## config.mk

```make
export PLATFORM = sky130hd
export DESIGN_NAME = note_key_conditioner
export DESIGN_NICKNAME = d
export VERILOG_FILES = /design/src/rtl/note_key_conditioner.sv
export SDC_FILE = /design/constraint.sdc
export NUM_CORES = 1
export LEC_CHECK = 0
export ABC_AREA = 1
export CAP_MARGIN = 30
export CORE_MARGIN = 2
export CORE_UTILIZATION = 53
export DETAILED_ROUTE_END_ITERATION = 8
export GPL_TIMING_DRIVEN = 1
export PLACE_DENSITY = 0.77
export REMOVE_ABC_BUFFERS = 1
export SYNTH_ARGS = -nofsm -noshare
export SYNTH_HDL_FRONTEND = slang
export SYNTH_SLANG_ARGS = --single-unit
```

## constraint.sdc

```tcl
create_clock -name clk -period 8.2 [get_ports clk]
set_clock_uncertainty 0.2 [all_clocks]
set_input_delay 2.05 -clock clk [delete_from_list [all_inputs] [get_ports clk]]
set_output_delay 2.05 -clock clk [all_outputs]
set_load 0.03 [all_outputs]
```

## src/rtl/note_key_conditioner.sv

```systemverilog
// Seven-key front end: sync, debounce and classify raw active-low keys into note levels, strobes and a last-note code.
// Optional NOTE_LATCH_EN: each accepted press toggles the note level and release strobes are suppressed.
module note_key_conditioner #(
  parameter int DEBOUNCE_CYCLES = 500000,
  parameter int CNT_W           = 20
) (
  input  logic       clk,
  input  logic       rst_n,
  input  logic [6:0] key_n,
  output logic       c_note,
  output logic       d_note,
  output logic       e_note,
  output logic       f_note,
  output logic       g_note,
  output logic       a_note,
  output logic       b_note,
  output logic [6:0] press_pulse,
  output logic [6:0] release_pulse,
  output logic [2:0] last_note,
  output logic       note_valid,
  output logic [2:0] held_count
);

  typedef enum logic [1:0] {RELEASED, PRESS_PEND, PRESSED, REL_PEND} key_state_e;

  localparam logic [CNT_W-1:0] CNT_LAST = CNT_W'(DEBOUNCE_CYCLES - 1);
  localparam logic [CNT_W-1:0] CNT_ONE  = CNT_W'(1);

  logic [6:0]       sync1_q, sync2_q, pressed_s;
  key_state_e       state_q [7];
  key_state_e       state_d [7];
  logic [CNT_W-1:0] cnt_q   [7];
  logic [CNT_W-1:0] cnt_d   [7];
  logic [6:0]       press_ev, rel_ev, rise, fall;
  logic [6:0]       level_q, level_d;
  logic [6:0]       press_q, release_q, release_d;
  logic [2:0]       last_q, last_d, held_q, held_d;
  logic             valid_q;
  logic [7:0]       fall_ext;

  function automatic logic [2:0] top_idx(input logic [6:0] v);
    logic [2:0] r;
    r = '0;
    for (int i = 0; i < 7; i++) if (v[i]) r = 3'(i);
    return r;
  endfunction

  function automatic logic [2:0] popcnt(input logic [6:0] v);
    logic [2:0] r;
    r = '0;
    for (int i = 0; i < 7; i++) r = r + {2'b00, v[i]};
    return r;
  endfunction

  assign pressed_s = ~sync2_q;

  always_comb begin
    press_ev = '0;
    rel_ev   = '0;
    for (int i = 0; i < 7; i++) begin
      state_d[i] = state_q[i];
      cnt_d[i]   = cnt_q[i];
      case (state_q[i])
        RELEASED: begin
          if (pressed_s[i]) begin
            state_d[i] = PRESS_PEND;
            cnt_d[i]   = CNT_ONE;
          end else begin
            cnt_d[i] = '0;
          end
        end
        PRESS_PEND: begin
          if (!pressed_s[i]) begin
            state_d[i] = RELEASED;
            cnt_d[i]   = '0;
          end else if (cnt_q[i] == CNT_LAST) begin
            state_d[i]  = PRESSED;
            cnt_d[i]    = '0;
            press_ev[i] = 1'b1;
          end else begin
            cnt_d[i] = cnt_q[i] + CNT_ONE;
          end
        end
        PRESSED: begin
          if (!pressed_s[i]) begin
            state_d[i] = REL_PEND;
            cnt_d[i]   = CNT_ONE;
          end else begin
            cnt_d[i] = '0;
          end
        end
        REL_PEND: begin
          if (pressed_s[i]) begin
            state_d[i] = PRESSED;
            cnt_d[i]   = '0;
          end else if (cnt_q[i] == CNT_LAST) begin
            state_d[i] = RELEASED;
            cnt_d[i]   = '0;
            rel_ev[i]  = 1'b1;
          end else begin
            cnt_d[i] = cnt_q[i] + CNT_ONE;
          end
        end
        default: begin
          state_d[i] = RELEASED;
          cnt_d[i]   = '0;
        end
      endcase
    end
  end

  always_comb begin
    level_d   = '0;
    release_d = '0;
`ifdef NOTE_LATCH_EN
    level_d = level_q ^ press_ev;
`else
    for (int i = 0; i < 7; i++)
      level_d[i] = (state_d[i] == PRESSED) || (state_d[i] == REL_PEND);
    release_d = rel_ev;
`endif
  end

  // A falling level of the current last note hands over to the highest key still held.
  always_comb begin
    rise     = level_d & ~level_q;
    fall     = level_q & ~level_d;
    fall_ext = {1'b0, fall};
    held_d   = popcnt(level_d);
    last_d   = last_q;
    if (|rise)
      last_d = top_idx(rise);
    else if (fall_ext[last_q] && (|level_d))
      last_d = top_idx(level_d);
  end

  always_ff @(posedge clk or negedge rst_n) begin
    if (!rst_n) begin
      sync1_q   <= '1;
      sync2_q   <= '1;
      level_q   <= '0;
      press_q   <= '0;
      release_q <= '0;
      last_q    <= '0;
      held_q    <= '0;
      valid_q   <= 1'b0;
      for (int i = 0; i < 7; i++) begin
        state_q[i] <= RELEASED;
        cnt_q[i]   <= '0;
      end
    end else begin
      sync1_q   <= key_n;
      sync2_q   <= sync1_q;
      level_q   <= level_d;
      press_q   <= press_ev;
      release_q <= release_d;
      last_q    <= last_d;
      held_q    <= held_d;
      valid_q   <= |level_d;
      for (int i = 0; i < 7; i++) begin
        state_q[i] <= state_d[i];
        cnt_q[i]   <= cnt_d[i];
      end
    end
  end

  assign c_note        = level_q[0];
  assign d_note        = level_q[1];
  assign e_note        = level_q[2];
  assign f_note        = level_q[3];
  assign g_note        = level_q[4];
  assign a_note        = level_q[5];
  assign b_note        = level_q[6];
  assign press_pulse   = press_q;
  assign release_pulse = release_q;
  assign last_note     = last_q;
  assign note_valid    = valid_q;
  assign held_count    = held_q;

endmodule
```

==> impl_metrics.yaml <==
synth:
  yosysUniqueCellTypes: 47
  ys_seq_area_frac: 0.495
  syn_inst: 1193
  synth.ff_latch_count: 196
  synth_edf_count: 0
  async_set_or_reset_flop_fraction_in_the_synthesized_netlist: 1.00
  netlist.area_leader.share: 0.458
  number_of_warning_messages_in_the_yosys_log: 0
  mappedNetlistArea_um2: 9940
  synthDominantAreaCellType: "dfrtp_1"
  synth.area.top_cells: "dfrtp_1 46%, nand2_1 7.9%, inv_1 6.4%, nor2_1 5.9%, a21oi_1 4.3%"
  dominantRegCellSynth: "dfrtp_1"
  postSynthAreaPerCell_um2: 8.33
setup_path:
  register_to_register_path_depth: 12
  worstPathMaxFanout: 9
  series_of_cell_instances_along_the_critical_path: "clkdlybuf4s50_1"
  critical_path_depth: 1
  delay_of_the_slowest_cell_on_the_worst_path_ps: 760
  critical_path_class: "reg -> out"
  worstPathRequired_ps: 5950
  cp-start-kind: "register"
  critical-path-slowest-cell: "clkdlybuf4s50_1"
  r2r_setup_slack_ps: 4560
  worst-endpoint-arrival_ps: 1720
  critPathTopFamily: "buffers and inverters"
  worst-path-buf-inv: 1
  endpoint_kind: "output pin"
grt:
  track_usage: 0.205
  grt_overflow: 0
  grt_max_degree: 88
  grt_pass1_wl_um: 33400
  vias_in_the_first_global_route: 7341
  initial_antenna_violation_count: 0
cts:
  numClockSinks: 196
  cts_root_buf: "clkbuf_16"
  worstSkewPairLatency_ps: 430
  cts_htree_levels: 4
  post_cts_resize_count: 0
  numCtsBuffers: 17
  cts_hold_buf: 0
  cts_tree: "yes"
  cts.clk_slew.worst_paths_ps: 70
  buffer_count_from_post_cts_setup_fixing: 0
  clockBufferDepth: 2
place:
  dp_worst_setup_slack_ps: 4570
  final_estimated_routing_congestion_in_global_placement: 0.880
  place_hpwl_um: 13900
  placement.io_buffers: 36
  dp_cells: 1454
  placed_area_um2: 10600
cells_and_area:
  layout.filler_cells: 1594
  finalNetCount: 1260
  final_antenna_diode_count: 0
  synthToLayoutAreaGrowth_pct: 12.5
  design_area_um2: 11200
  layout_commonest_cell: "nand2_1"
  finalNonFillerCells: 1486
  most-common-layout-cells: "210 x nand2_1, 182 x dfrtp_1, 169 x inv_1"
  post_route_cells_drive_above_1_share: 0.125
floorplanning:
  die-width_um: 141
  number_of_primary_i_o_pins: 37
  die_y_um: 141
  die_area_um2: 19900
  floorplan.initialDensity: 0.535
  core_area_um2: 18600
  num_rows: 50
routing:
  avgRoutedWirePerCell_um: 13.0
  ant_nets: 0
  route.detailed.vias_per_inst: 5.22
  drt_first_iter_violations: 490
  postRouteWirelength_um: 19300
  remaining_drc_errors: 0
  via_count: 7762
  drtPass1Iterations: 5
min_path:
  hp-class: "reg -> reg"
  worst_hold_stages: 0
power_and_ir_drop:
  cellLeakagePower_uw: 0.00506
  share_seq_of_total_power: 0.520
  vdd.ir_drop.worst_mv: 0.142
  p_switching_uw: 421
  net_switching_fraction_of_the_power: 0.222
  power.density_nw_per_um2: 170
  combinational_share_of_power: 0.029
  clock_power_share: 0.451
  internal_power_uw: 1480
timing:
  rsz_0062_raised_after_global_routing: "false"
  setup_viol: 0
  max_freq_mhz: 252
  setup_total_negative_slack_ps: 0
  slew-limit-headroom: 0.476
  slew_viol_final: 0
  timing_hold_violations_final: 0
  final_min_period_over_clock_period: 0.485
  timing.final.crit_period_ps: 3970
  tightest_slew_ps: 786
  setup_slack_ps: 4230
run_status:
  status: "finished, final reports clean"
flow_run:
  drv_cap: 0
[sequential cells by signal (all words and copies together) (netlist names)]
register and cells:
cnt_q 140, held_count 3, last_note 3, level_q 7
note_valid 1, press_pulse 7, release_pulse 7, state_q 14
sync1_q 7, sync2_q 7
[cell usage after synthesis, types with 2 or more instances]
cell	count
a211oi_1	7
a21oi_1	86
a31oi_1	5
and3_1	4
buf_2	4
clkbuf_1	6
dfrtp_1	182
dfstp_2	14
fa_1	4
ha_1	8
inv_1	169
inv_2	21
nand2_1	210
nand2_2	11
nand2_4	7
nand3_1	58
nand3_2	11
nand3b_1	3
nand4_1	27
nand4_2	4
nand4_4	2
nor2_1	156
nor2_2	22
nor2_4	10
nor3_1	39
nor3_2	9
nor3_4	3
nor3b_1	4
nor4_1	10
nor4_2	3
o21a_1	15
o21ai_0	43
o21ai_1	4
or2_1	2
xor2_1	18
[stage by stage]
| step | util | hold slack (ps) | power [uW] |
|---|---|---|---|
| 6_report | 0.602 | 154 | 1900 |
| 5_1_grt | 0.602 | 160 | 1970 |
| 4_1_cts | 0.602 | 155 | 1920 |
| 3_5_place_dp | 0.570 | 148 | 1060 |
| 3_3_place_gp | 0.568 | 146 | 1060 |
| 2_1_floorplan | - | 145 | 1030 |
[layer usage]
layer	share of wire	up-vias	routed length, um	GRT usage
met1	0.47	3654	9040	0.274
met4	0.017	0	322	0.0674
met5	0	-	0	0
li1	-	3952	-	-
met2	0.48	130	9330	0.336
met3	0.034	26	653	0.0452
[power groups by stage]
| stage | Clock, uW | Combinational [uW] | Sequential (uW) |
|---|---|---|---|
| after CTS | 876 | 56.3 | 988 |
| after global routing | 918 | 63.8 | 989 |
| after global placement | 0 | 52.4 | 1010 |
| after floorplan | 0 | 23.0 | 1000 |
| final | 857 | 54.6 | 988 |
| after detailed placement | 0 | 55.6 | 1010 |
[area by class of cell]
| cell class | count | area [um^2] | area share |
|---|---|---|---|
| Clock buffer | 18 | 429 | 0.0384 |
| Multi-Input combinational cell | 794 | 4250 | 0.379 |
| Inverter | 192 | 723 | 0.0646 |
| Timing Repair Buffer | 38 | 399 | 0.0357 |
| Clock inverter | 14 | 176 | 0.0158 |
| Tap cell | 234 | 293 | 0.0262 |
| Sequential cell | 196 | 4920 | 0.440 |
[path summary, 6_finish.rpt]
kind / from / end
worst max register to register: cnt_q[60] / held_count[1]
worst min-delay path: sync1_q[5] / sync2_q[5]
max in group asynchronous: rst_n / cnt_q[8]
worst min register to register: sync1_q[5] / sync2_q[5]
min in group asynchronous: rst_n / cnt_q[29]
worst max-delay path: last_note[0] / last_note[0]
[cell families after synthesis]
group / synth area share
flops: 0.495
xor+xnor: 0.0167
fa+ha+maj: 0.0181
simple gates: 0.302
compound gates: 0.0904
buf+inv: 0.0778
(Power assumes the default switching activity.)
